## config.mk

```make
export PLATFORM = sky130hd
export DESIGN_NAME = cordic_rot_seq
export DESIGN_NICKNAME = d
export VERILOG_FILES = /design/src/rtl/cordic_rot_seq.sv
export SDC_FILE = /design/constraint.sdc
export NUM_CORES = 1
export LEC_CHECK = 0
export CAP_MARGIN = 20
export CORE_AREA = 2 2 276 278
export DETAILED_ROUTE_END_ITERATION = 8
export DIE_AREA = 0 0 278 280
export PLACE_DENSITY_LB_ADDON = 0.15
export SYNTH_ARGS = -nofsm -noshare
export SYNTH_HDL_FRONTEND = slang
export SYNTH_SLANG_ARGS = --single-unit
export TNS_END_PERCENT = 1
```

## constraint.sdc

```tcl
create_clock -name clk_i -period 17.4 [get_ports clk_i]
set_clock_uncertainty 0.15 [all_clocks]
set_input_delay 2.61 -clock clk_i [delete_from_list [all_inputs] [get_ports clk_i]]
set_output_delay 2.61 -clock clk_i [all_outputs]
set_load 0.02 [all_outputs]
```

## src/rtl/cordic_rot_seq.sv

```systemverilog
// Iterative CORDIC rotator: quadrant pre-rotation, one micro-rotation per clock,
// then a single gain-correction cycle before the result is offered downstream.
module cordic_rot_seq #(
   parameter int unsigned          N    = 16,
   parameter int unsigned          DW   = 16,
   parameter int unsigned          AW   = 16,
   parameter logic [N-1:0][AW-1:0] ATAN = '0,
   parameter int unsigned          KW   = 16,
   parameter int unsigned          K    = 39797
) (
   input  logic                 clk_i,
   input  logic                 rst_ni,
   input  logic                 s_valid_i,
   output logic                 s_ready_o,
   input  logic [1:0]           quadrant_i,
   input  logic [AW-1:0]        angle_i,
   input  logic signed [DW-1:0] x_i,
   input  logic signed [DW-1:0] y_i,
   output logic                 m_valid_o,
   input  logic                 m_ready_i,
   output logic signed [DW-1:0] x_o,
   output logic signed [DW-1:0] y_o,
   output logic                 busy_o
);

   localparam int unsigned          WW     = DW + 2;
   localparam int unsigned          PW     = WW + KW;
   localparam int unsigned          CW     = (N > 1) ? $clog2(N) : 1;
   localparam logic [CW-1:0]        LAST   = CW'(N - 1);
   localparam logic [KW-1:0]        K_U    = KW'(K);
   localparam logic signed [DW-1:0] DW_MIN = {1'b1, {(DW-1){1'b0}}};
   localparam logic signed [DW-1:0] DW_MAX = {1'b0, {(DW-1){1'b1}}};

   typedef enum logic [1:0] {IDLE, ROT, SCALE, OUT} state_t;

   state_t               state_reg, state_next;
   logic [CW-1:0]        cnt_reg;
   logic signed [WW-1:0] x_reg, y_reg;
   logic signed [AW:0]   a_reg;
   logic signed [DW-1:0] x_out_reg, y_out_reg;

   logic signed [DW-1:0] qx, qy;
   logic signed [WW-1:0] x_next, y_next;
   logic signed [AW:0]   a_next;
   logic signed [AW:0]   atan_step;
   logic signed [WW-1:0] work [2];
   logic signed [DW-1:0] scaled [2];

   // The most negative value has no positive twin; clamp it instead of wrapping.
   function automatic logic signed [DW-1:0] neg_sat(input logic signed [DW-1:0] v);
      if (v == DW_MIN) begin
         neg_sat = DW_MAX;
      end else begin
         neg_sat = -v;
      end
   endfunction

   function automatic logic signed [DW-1:0] scale_sat(input logic signed [WW-1:0] v);
      logic signed [PW-1:0] prod;
      logic signed [WW:0]   rnd;
      prod = $signed({{KW{v[WW-1]}}, v}) * $signed({{WW{1'b0}}, K_U});
      rnd  = $signed({prod[PW-1], prod[PW-1:KW]}) + $signed({{WW{1'b0}}, prod[KW-1]});
      if (rnd[WW:DW-1] == {(WW-DW+2){rnd[WW]}}) begin
         scale_sat = rnd[DW-1:0];
      end else if (rnd[WW]) begin
         scale_sat = DW_MIN;
      end else begin
         scale_sat = DW_MAX;
      end
   endfunction

   always_comb begin
      qx = x_i;
      qy = y_i;
      case (quadrant_i)
         2'd1: begin
            qx = neg_sat(y_i);
            qy = x_i;
         end
         2'd2: begin
            qx = neg_sat(x_i);
            qy = neg_sat(y_i);
         end
         2'd3: begin
            qx = y_i;
            qy = neg_sat(x_i);
         end
         default: begin
            qx = x_i;
            qy = y_i;
         end
      endcase
   end

   // Rotation direction follows the sign of the residual angle.
   always_comb begin
      atan_step = $signed({1'b0, ATAN[cnt_reg]});
      if (!a_reg[AW]) begin
         x_next = x_reg - (y_reg >>> cnt_reg);
         y_next = y_reg + (x_reg >>> cnt_reg);
         a_next = a_reg - atan_step;
      end else begin
         x_next = x_reg + (y_reg >>> cnt_reg);
         y_next = y_reg - (x_reg >>> cnt_reg);
         a_next = a_reg + atan_step;
      end
   end

   assign work[0] = x_reg;
   assign work[1] = y_reg;

   generate
      for (genvar gi = 0; gi < 2; gi++) begin : g_scale
         assign scaled[gi] = scale_sat(work[gi]);
      end
   endgenerate

   always_ff @(posedge clk_i or negedge rst_ni) begin
      if (!rst_ni) begin
         state_reg <= IDLE;
      end else begin
         state_reg <= state_next;
      end
   end

   always_comb begin
      state_next = state_reg;
      case (state_reg)
         IDLE:    if (s_valid_i) state_next = ROT;
         ROT:     if (cnt_reg == LAST) state_next = SCALE;
         SCALE:   state_next = OUT;
         OUT:     if (m_ready_i) state_next = IDLE;
         default: state_next = IDLE;
      endcase
   end

   always_comb begin
      s_ready_o = (state_reg == IDLE);
      busy_o    = (state_reg != IDLE);
      m_valid_o = (state_reg == OUT);
   end

   // Counter parks on its last value until the next accept reloads it.
   always_ff @(posedge clk_i or negedge rst_ni) begin
      if (!rst_ni) begin
         cnt_reg   <= '0;
         x_reg     <= '0;
         y_reg     <= '0;
         a_reg     <= '0;
         x_out_reg <= '0;
         y_out_reg <= '0;
      end else begin
         case (state_reg)
            IDLE: begin
               if (s_valid_i) begin
                  x_reg   <= $signed({{2{qx[DW-1]}}, qx});
                  y_reg   <= $signed({{2{qy[DW-1]}}, qy});
                  a_reg   <= $signed({1'b0, angle_i});
                  cnt_reg <= '0;
               end
            end
            ROT: begin
               x_reg <= x_next;
               y_reg <= y_next;
               a_reg <= a_next;
               if (cnt_reg != LAST) begin
                  cnt_reg <= cnt_reg + 1'b1;
               end
            end
            SCALE: begin
               x_out_reg <= scaled[0];
               y_out_reg <= scaled[1];
            end
            default: begin
            end
         endcase
      end
   end

   assign x_o = x_out_reg;
   assign y_o = y_out_reg;

endmodule

```

======== Yosys cells after proc, flatten, opt, wreduce, memory -nomap -nowiden ========
Memory sizes are Yosys's and may differ from the RTL's.
Cells that the tools add are included.
cells by class
  $mul .................................... 2
  reduce and logical (&&, ||, !) cells .... 6
  add/subtract/negate cells ............... 11
  equal/unequal tests ..................... 16
  magnitude comparators ................... 1
  shift operators ......................... 2
  mux-type cells .......................... 25
operator list
  operator                  count
  $mux W16                  7
  $pmux W16 S3              2
  $mux W18                  4
  $pmux W18 S2              2
  $mul A18 B17 Y34 const B  2
  $add A18 B2 Y19           2
  $add A18 B18 Y18          2
  $sshr A18 B4 Y18          2
  $sub A18 B18 Y18          2
  $mux W17                  2
  $pmux W17 S2              1
  $eq A16 B16 Y1 const B    2
  $neg A16 Y16              2
  $add A17 B17 Y17          1
  $sub A17 B17 Y17          1
  $eq A2 B2 Y1 const B      4
  $mux W4                   2
  $pmux W2 S4               1
  $pmux W4 S2               1
  $eq A3 B3 Y1              2
  $mux W2                   3
  $ne A2 B2 Y1 const B      3
  $reduce_and A3 Y1         2
  $lt A4 B5 Y1 const B      1
  8 further kinds           10
word-level totals
  bits in registers ....................... 91
  input bits .............................. 54
  memories kept ........................... 1
  word-level logic and storage cells ...... 71
  memory bits (read-only) ................. 256
  output and inout bits ................... 35
memory list
  name             depth  width  read ports  clocked after memory_dff  wr ports  line  text
  (no name shown)  16     16     1           0                         0         97    atan_step = $signed({1'b0, ATAN[cnt_reg]});

======== Logic depth before layout (Yosys ltp) ========
Gate-level depths: netlist of the first run.
  depth after elaboration ................. 5
  mapped depth ............................ 32
  mapped depth without buffers ............ 30

======== Least setup slack after synthesis of the first run ========
Ideal clock, no wire load.
  kind .................................... reg2reg
  start ................................... register y_reg[7]
  end ..................................... register y_out_reg[4] (netlist: y_o[4])
  path buffers ............................ 2
  setup time .............................. 0.099 ns
  cell stages (with the launch flop) ...... 31
  arrival ................................. 7.098 ns
  period minus slack after synthesis ...... 7.347 ns
  setup slack ............................. 10.053 ns
  data required time ...................... 17.151 ns
  cell sequence ........................... dfrtp_1 > ha_1 > inv_1 > fa_1 > fa_1 > fa_1 > inv_1 > fa_1 > inv_1 > fa_1 > inv_1 > ha_1 > a21o_1 > a31oi_1 > o21ai_2 > a21o_1 > a21oi_1 > xnor2_1 > ha_1 > ha_1 > inv_1 > a2111oi_2 > nand4b_2 > a211o_1 > and3b_1 > nand2b_1 > a21oi_1 > and3b_1 > buf_2 > buf_6 > a311oi_1
between the ends
  cells in the longest elaborated chain, start to end .. 4
  elaborated cells on any way between the ends .. 5
  those cells by class .................... add/sub: 1; mul: 1; eq/ne: 1; mux: 2
ends and longest elaborated chain
  element                                          line    text
  start: declaration                               38      logic signed [WW-1:0] x_reg, y_reg;
  start signal: assignment                         157     y_reg <= $signed({{2{qy[DW-1]}}, qy});
  start signal: assignment                         164     y_reg <= y_next;
  $mul A18 B17 Y34 (*)                             61      prod = $signed({{KW{v[WW-1]}}, v}) * $signed({{WW{1'b0}}, K_U});
  $add A18 B2 Y19 (*)                              62      rnd = $signed({prod[PW-1], prod[PW-1:KW]}) + $signed({{WW{1'b0}}, prod[KW-1]});
  $eq A3 B3 Y1 / $mux W16 (equally long branches)  63, 65
  $mux W16 (*)                                     63      if (rnd[WW:DW-1] == {(WW-DW+2){rnd[WW]}}) begin
  end signal: assignment                           172     y_out_reg <= scaled[1];
  end: declaration                                 40      logic signed [DW-1:0] x_out_reg, y_out_reg;
Every way passes the cells marked *; elsewhere a longest branch is shown, timed or not.
A chain may end at the register's enable or synchronous reset.

======== Worst setup path in the final report of the first run ========
  start ................................... register y_reg[7]
  end ..................................... register y_out_reg[0] (netlist: y_o[0])
Same word-level chain as after synthesis.

==> metrics.txt, run 1 <==
status finished clean; Yosys top cell area share 0.244; wire per inst 18.0 um; vias per std cell 4.95; total number of vias 17,164; hold path depth 2; Worst path max stage delay 0.89 ns; clock transition at the registers of the reported paths 0.07 ns; area occupied by multi-input gates 0.0181 sq mm; top cells by area, synth fa_1 (24%), ha_1 (18%), inv_1 (8.7%), dfrtp_1 (8.3%), mux4_2 (5.4%); min-delay src x_o[15]; most used flip-flop cell after synthesis dfrtp_1; row count 101; share of layout cells above drive strength 1 0.0591; fillers 7,757; fin crit share 0.515; Area Overhead vs Synth 9.35%; CTS tree done; IO Pins 89; final wirelength 62,500 um; Post-synth EDFFs 0; worst flop-to-flop path endpoint y_o[0]; worst hold path type flop to flop; distinct cell type count after synthesis 97; global-route total usage across every layer 0.163; # clock sinks 74; maxcap violations 0; Die Footprint 0.0778 sq mm; Gate Count Post-Synth 2,456; WHS Endpoint x_o[15]; clock latency on the worst-skew pair 0.38 ns; Root Buffer clkbuf_16; setup ws final 8.44 ns; cts bufs inserted 9; initial DRC count 899; setup TNS 0 ns; final core occ 0.324; DRT Pass-1 Iters 7; total setup buffers inserted after CTS 0; chip width 278 um; Syn Area/Cell 9.06 sq um; RSZ-0062 raised after global routing false; Crit Path Class flop to flop; chip height 280 um; startpoint types flop; nets@finish 3,135; Reg2Reg Depth 23; CTS Buffer Depth 2; pre-CTS setup slack 8.41 ns; Worst Path Required 17.46 ns; Yosys Warn Count 0; ANT nets after route 0; post-DP HPWL 51,100 um; DRC viols 0; Least-Margin Pin Slew 1.05 ns; Initial Util 0.296; first-pass GRT wire length 99,900 um; Post-CTS Hold Fix Bufs 0; final-report max-slew violation count 0; CP Max Fanout 15; PortBufs 72; WP buf/inv 4; CTS H-tree depth 3; Yosys top cell by area fa_1; Crit path top cell by count fa_1; register area 0.00185 sq mm; Synth async-reset ratio 1.00; Final Wtd Congestion 0.846; Hold Slack 0.388 ns; initial antenna violation count 2; FF-to-FF setup slack 8.44 ns; CP max stage cell dfrtp_1; Max Freq 112 MHz; Reg-to-Reg Start y_reg[7]; headroom to the max-slew limit 0.298; largest net degree at the start of global routing 56; syn nets 3,109; cts repair resizes 0; CP Cell Sequence ha_1 -> inv_1 -> fa_1 -> fa_1 -> inv_1 -> fa_1 -> fa_1 -> inv_1 -> fa_1 -> inv_1 -> ha_1 -> nand4_1 -> or2_0 -> o32ai_2 -> nor4_1 -> a311oi_1 -> nand4_1 -> a2111oi_4 -> nand3_1 -> a211oi_1 -> a31oi_1 -> mux2i_2 -> a311oi_1; #FFs+latches synth 74; Fin. Hold Viols 0; Tmin final 8.96 ns; remaining global-route overflow 0; Cell Area, Synth 0.0222 sq mm; delay-heaviest family, CP adder cells; Core Box Area 0.0752 sq mm; CP Capture Type flop; antenna diode count 0; Final Setup Violations 0; vias in the first global route 17,947; Seq/Total Area, Yosys 0.0832; CP arrival 9.02 ns
==> worst min-delay path: stages (launching register included) <==
cell     delay [ns]
dfrtp_1        0.38
inv_1          0.05
o21ai_0        0.06
==> cell families (layout without fill, tap and decap cells) <==
group,Yosys count,in the layout,share of synthesized area
adders and majority gates,599,599,0.428
buffers and inverters,595,626,0.102
AOI/OAI and AO/OA,420,420,0.131
DFF,74,74,0.0832
and+or+nand+nor,507,507,0.111
muxes,121,121,0.0881
xor gates and xnor gates,140,140,0.0551
==> cells in the mapped netlist, types with 10 or more instances <==
master	instances
clkbuf_1	51
a211oi_1	14
dfrtp_1	74
and3_1	15
xor2_1	55
nor2b_1	14
nand2b_1	18
xnor2_1	85
inv_1	516
o21a_1	20
buf_2	10
nand2_1	152
o211ai_1	12
mux4_2	53
nand3_1	31
nor3_1	40
o21ai_0	95
a21oi_1	98
fa_1	271
nor2_1	136
mux2i_1	44
or3_1	19
mux2_2	14
a21o_1	29
nand4_1	20
ha_1	328
nor4_1	13
o21bai_1	14
a311oi_1	17
==> layout make-up <==
| class | instances | area share |
|---|---|---|
| inverters | 520 | 0.0802 |
| multi-input cells | 1787 | 0.745 |
| well taps | 978 | 0.0503 |
| flip-flops and latches | 74 | 0.0762 |
| repair buffers | 90 | 0.0349 |
| clock inverters | 6 | 0.00375 |
| clock buffers | 10 | 0.00941 |
==> placed cells by master, fill, tap and decap left out, types with 29 or more instances in the layout <==
master	n
a21o_1	29
a21oi_1	98
clkdlybuf4s50_1	70
dfrtp_1	72
fa_1	271
ha_1	326
inv_1	516
mux2i_1	44
mux4_2	53
nand2_1	152
nand3_1	31
nor2_1	136
nor3_1	40
o21ai_0	95
xnor2_1	85
xor2_1	55
==> metal layers <==
layer | routed length, um | vias up | GRT usage | share of wire
li1 | - | 8309 | - | -
met1 | 28100 | 8494 | 0.212 | 0.45
met2 | 31300 | 296 | 0.291 | 0.50
met3 | 1730 | 63 | 0.0137 | 0.028
met4 | 1260 | 2 | 0.0405 | 0.020
met5 | 12 | - | 0 | 0.00019
==> how the worst max path moves through the flow <==
stage / start / to / slack, ns / cells past startpoint
after global routing: y_reg[9] / y_o[4] / 7.85 / 25
after CTS: y_reg[8] / y_o[6] / 8.36 / 25
after floorplan: y_reg[7] / y_o[4] / 10.05 / 30
final: y_reg[7] / y_o[0] / 8.44 / 23
after detailed placement: y_reg[8] / y_o[6] / 8.41 / 25
after global placement: x_reg[6] / x_o[14] / 8.47 / 25
==> through the flow <==
step                      cells  instance area (sq um)
final                      3465                  24300
after global routing       3465                  24300
after CTS                  3465                  24300
after detailed placement   3449                  24000
after global placement     3448                  24000
after floorplan            2456                  22200
Power of run 1 is left out: the tool's default activity adds up to more than one toggle a clock period on the data nets, which glitch-free logic cannot reach.
==> run 2: changes to the inputs <==
==> constraint.sdc (replaced) <==
create_clock -name clk_i -period 9.3 [get_ports clk_i]
set_clock_uncertainty 0.15 [all_clocks]
set_input_delay 1.395 -clock clk_i [delete_from_list [all_inputs] [get_ports clk_i]]
set_output_delay 1.395 -clock clk_i [all_outputs]
set_load 0.02 [all_outputs]
==> metrics.txt, run 2 (synthesis gave the netlist of run 1 again) <==
Worst path max stage delay 0.70 ns; CP Capture Type flop; commonest non-fill, non-tap cell in the layout inv_1; delay-heaviest family, CP adder cells; cts repair resizes 0; CP max stage cell and3b_1; clock latency on the worst-skew pair 0.39 ns; chip width 278 um; Core Box Area 0.0752 sq mm; clock transition at the registers of the reported paths 0.07 ns; initial DRC count 886; fin crit share 0.917; Least-Margin Pin Slew 1.01 ns; nets@finish 3,154; CTS tree done; Worst Path Required 9.36 ns; CTS Buffer Depth 2; met1 Use GR 0.211; RSZ-0062 raised after global routing false; cts bufs inserted 9; row count 101; CTS H-tree depth 3; final-report max-slew violation count 0; post-DP HPWL 52,300 um; first-pass GRT wire length 99,500 um; Die Footprint 0.0778 sq mm; Fin. Hold Viols 0; setup TNS 0 ns; vias in the first global route 17,878; # clock sinks 74; Most Crowded Layer GR met2; Final Wtd Congestion 0.852; GRT met3 Usage 0.0131; DRT Pass-1 Iters 5; wire per inst 18.0 um; Crit path top cell by count fa_1; headroom to the max-slew limit 0.323; CP arrival 8.59 ns; vias per std cell 4.93; IO Pins 89; Root Buffer clkbuf_16; M2 GR Usage 0.291; chip height 280 um; Tmin final 8.53 ns; remaining global-route overflow 0; startpoint types flop; WP buf/inv 4; global-route total usage across every layer 0.162; worst hold path type flop to flop; Area Overhead vs Synth 10.1%; share of layout cells above drive strength 1 0.0662; ANT nets after route 0; antenna diode count 0; total number of vias 17,180; initial antenna violation count 0; largest net degree at the start of global routing 58; final wirelength 62,600 um; Initial Util 0.296; DRC viols 0; Final Setup Violations 0; CP Max Fanout 15; Max Freq 117 MHz; total setup buffers inserted after CTS 0; final core occ 0.326; maxcap violations 0; Post-CTS Hold Fix Bufs 0; commonest non-fill, non-tap cells in the layout inv_1 (516), ha_1 (326), fa_1 (271), nand2_1 (152), nor2_1 (136); status finished clean; PortBufs 72; Crit Path Class flop to flop
-- run 2: layer usage --
metal  wire [um]  share of wire
met2       31400           0.50
met3        1500          0.024
met4        1270          0.020
met5           0              0
met1       28400           0.45
-- run 2: cell type report --
class | instances | area [sq um]
sequential | 74 | 1850
fill | 7819 | 50700
clock inverter | 6 | 115
timing repair buffer | 109 | 991
tap | 978 | 1220
clock buffer | 10 | 229
inverter | 520 | 1950
multi-input combinational | 1787 | 18100
-- run 2: worst register-to-register path: stages (launching register included) --
cell,delay [ns]
dfrtp_1,0.67
ha_1,0.54
inv_1,0.08
fa_1,0.50
fa_1,0.51
inv_1,0.05
fa_1,0.46
fa_1,0.54
inv_1,0.05
fa_1,0.53
inv_1,0.04
ha_1,0.40
nand4_1,0.19
or2_0,0.27
o32ai_2,0.38
nor2_1,0.12
xnor2_1,0.16
ha_1,0.18
nor4b_1,0.36
nand4_1,0.36
a2111oi_4,0.55
nand4_1,0.16
mux2i_1,0.21
a21oi_1,0.06
and3b_1,0.70
a311oi_1,0.12
-- run 2: path summary, 6_finish.rpt --
path / start / to / slack, ns / cells past startpoint
max reg2reg: y_reg[8] / y_o[0] / 0.77 / 25
max: y_reg[8] / y_o[0] / 0.77 / 25
max in group asynchronous: rst_ni / cnt_reg[1] / 7.17 / 2
min reg2reg: x_o[15] / x_o[15] / 0.38 / 2
min: x_o[15] / x_o[15] / 0.38 / 2
min in group asynchronous: rst_ni / x_o[0] / 0.85 / 1
-- run 2: through the flow --
step	hold slack [ns]	cells	cell area, sq um	worst slack [ns]
after CTS	0.384	3484	24500	0.751
after floorplan	0.430	2456	22200	1.95
after global placement	0.365	3467	24100	0.856
final	0.382	3484	24500	0.770
after detailed placement	0.366	3468	24100	0.768
after global routing	0.410	3484	24500	0.216
Power of run 2 is left out for the same reason.
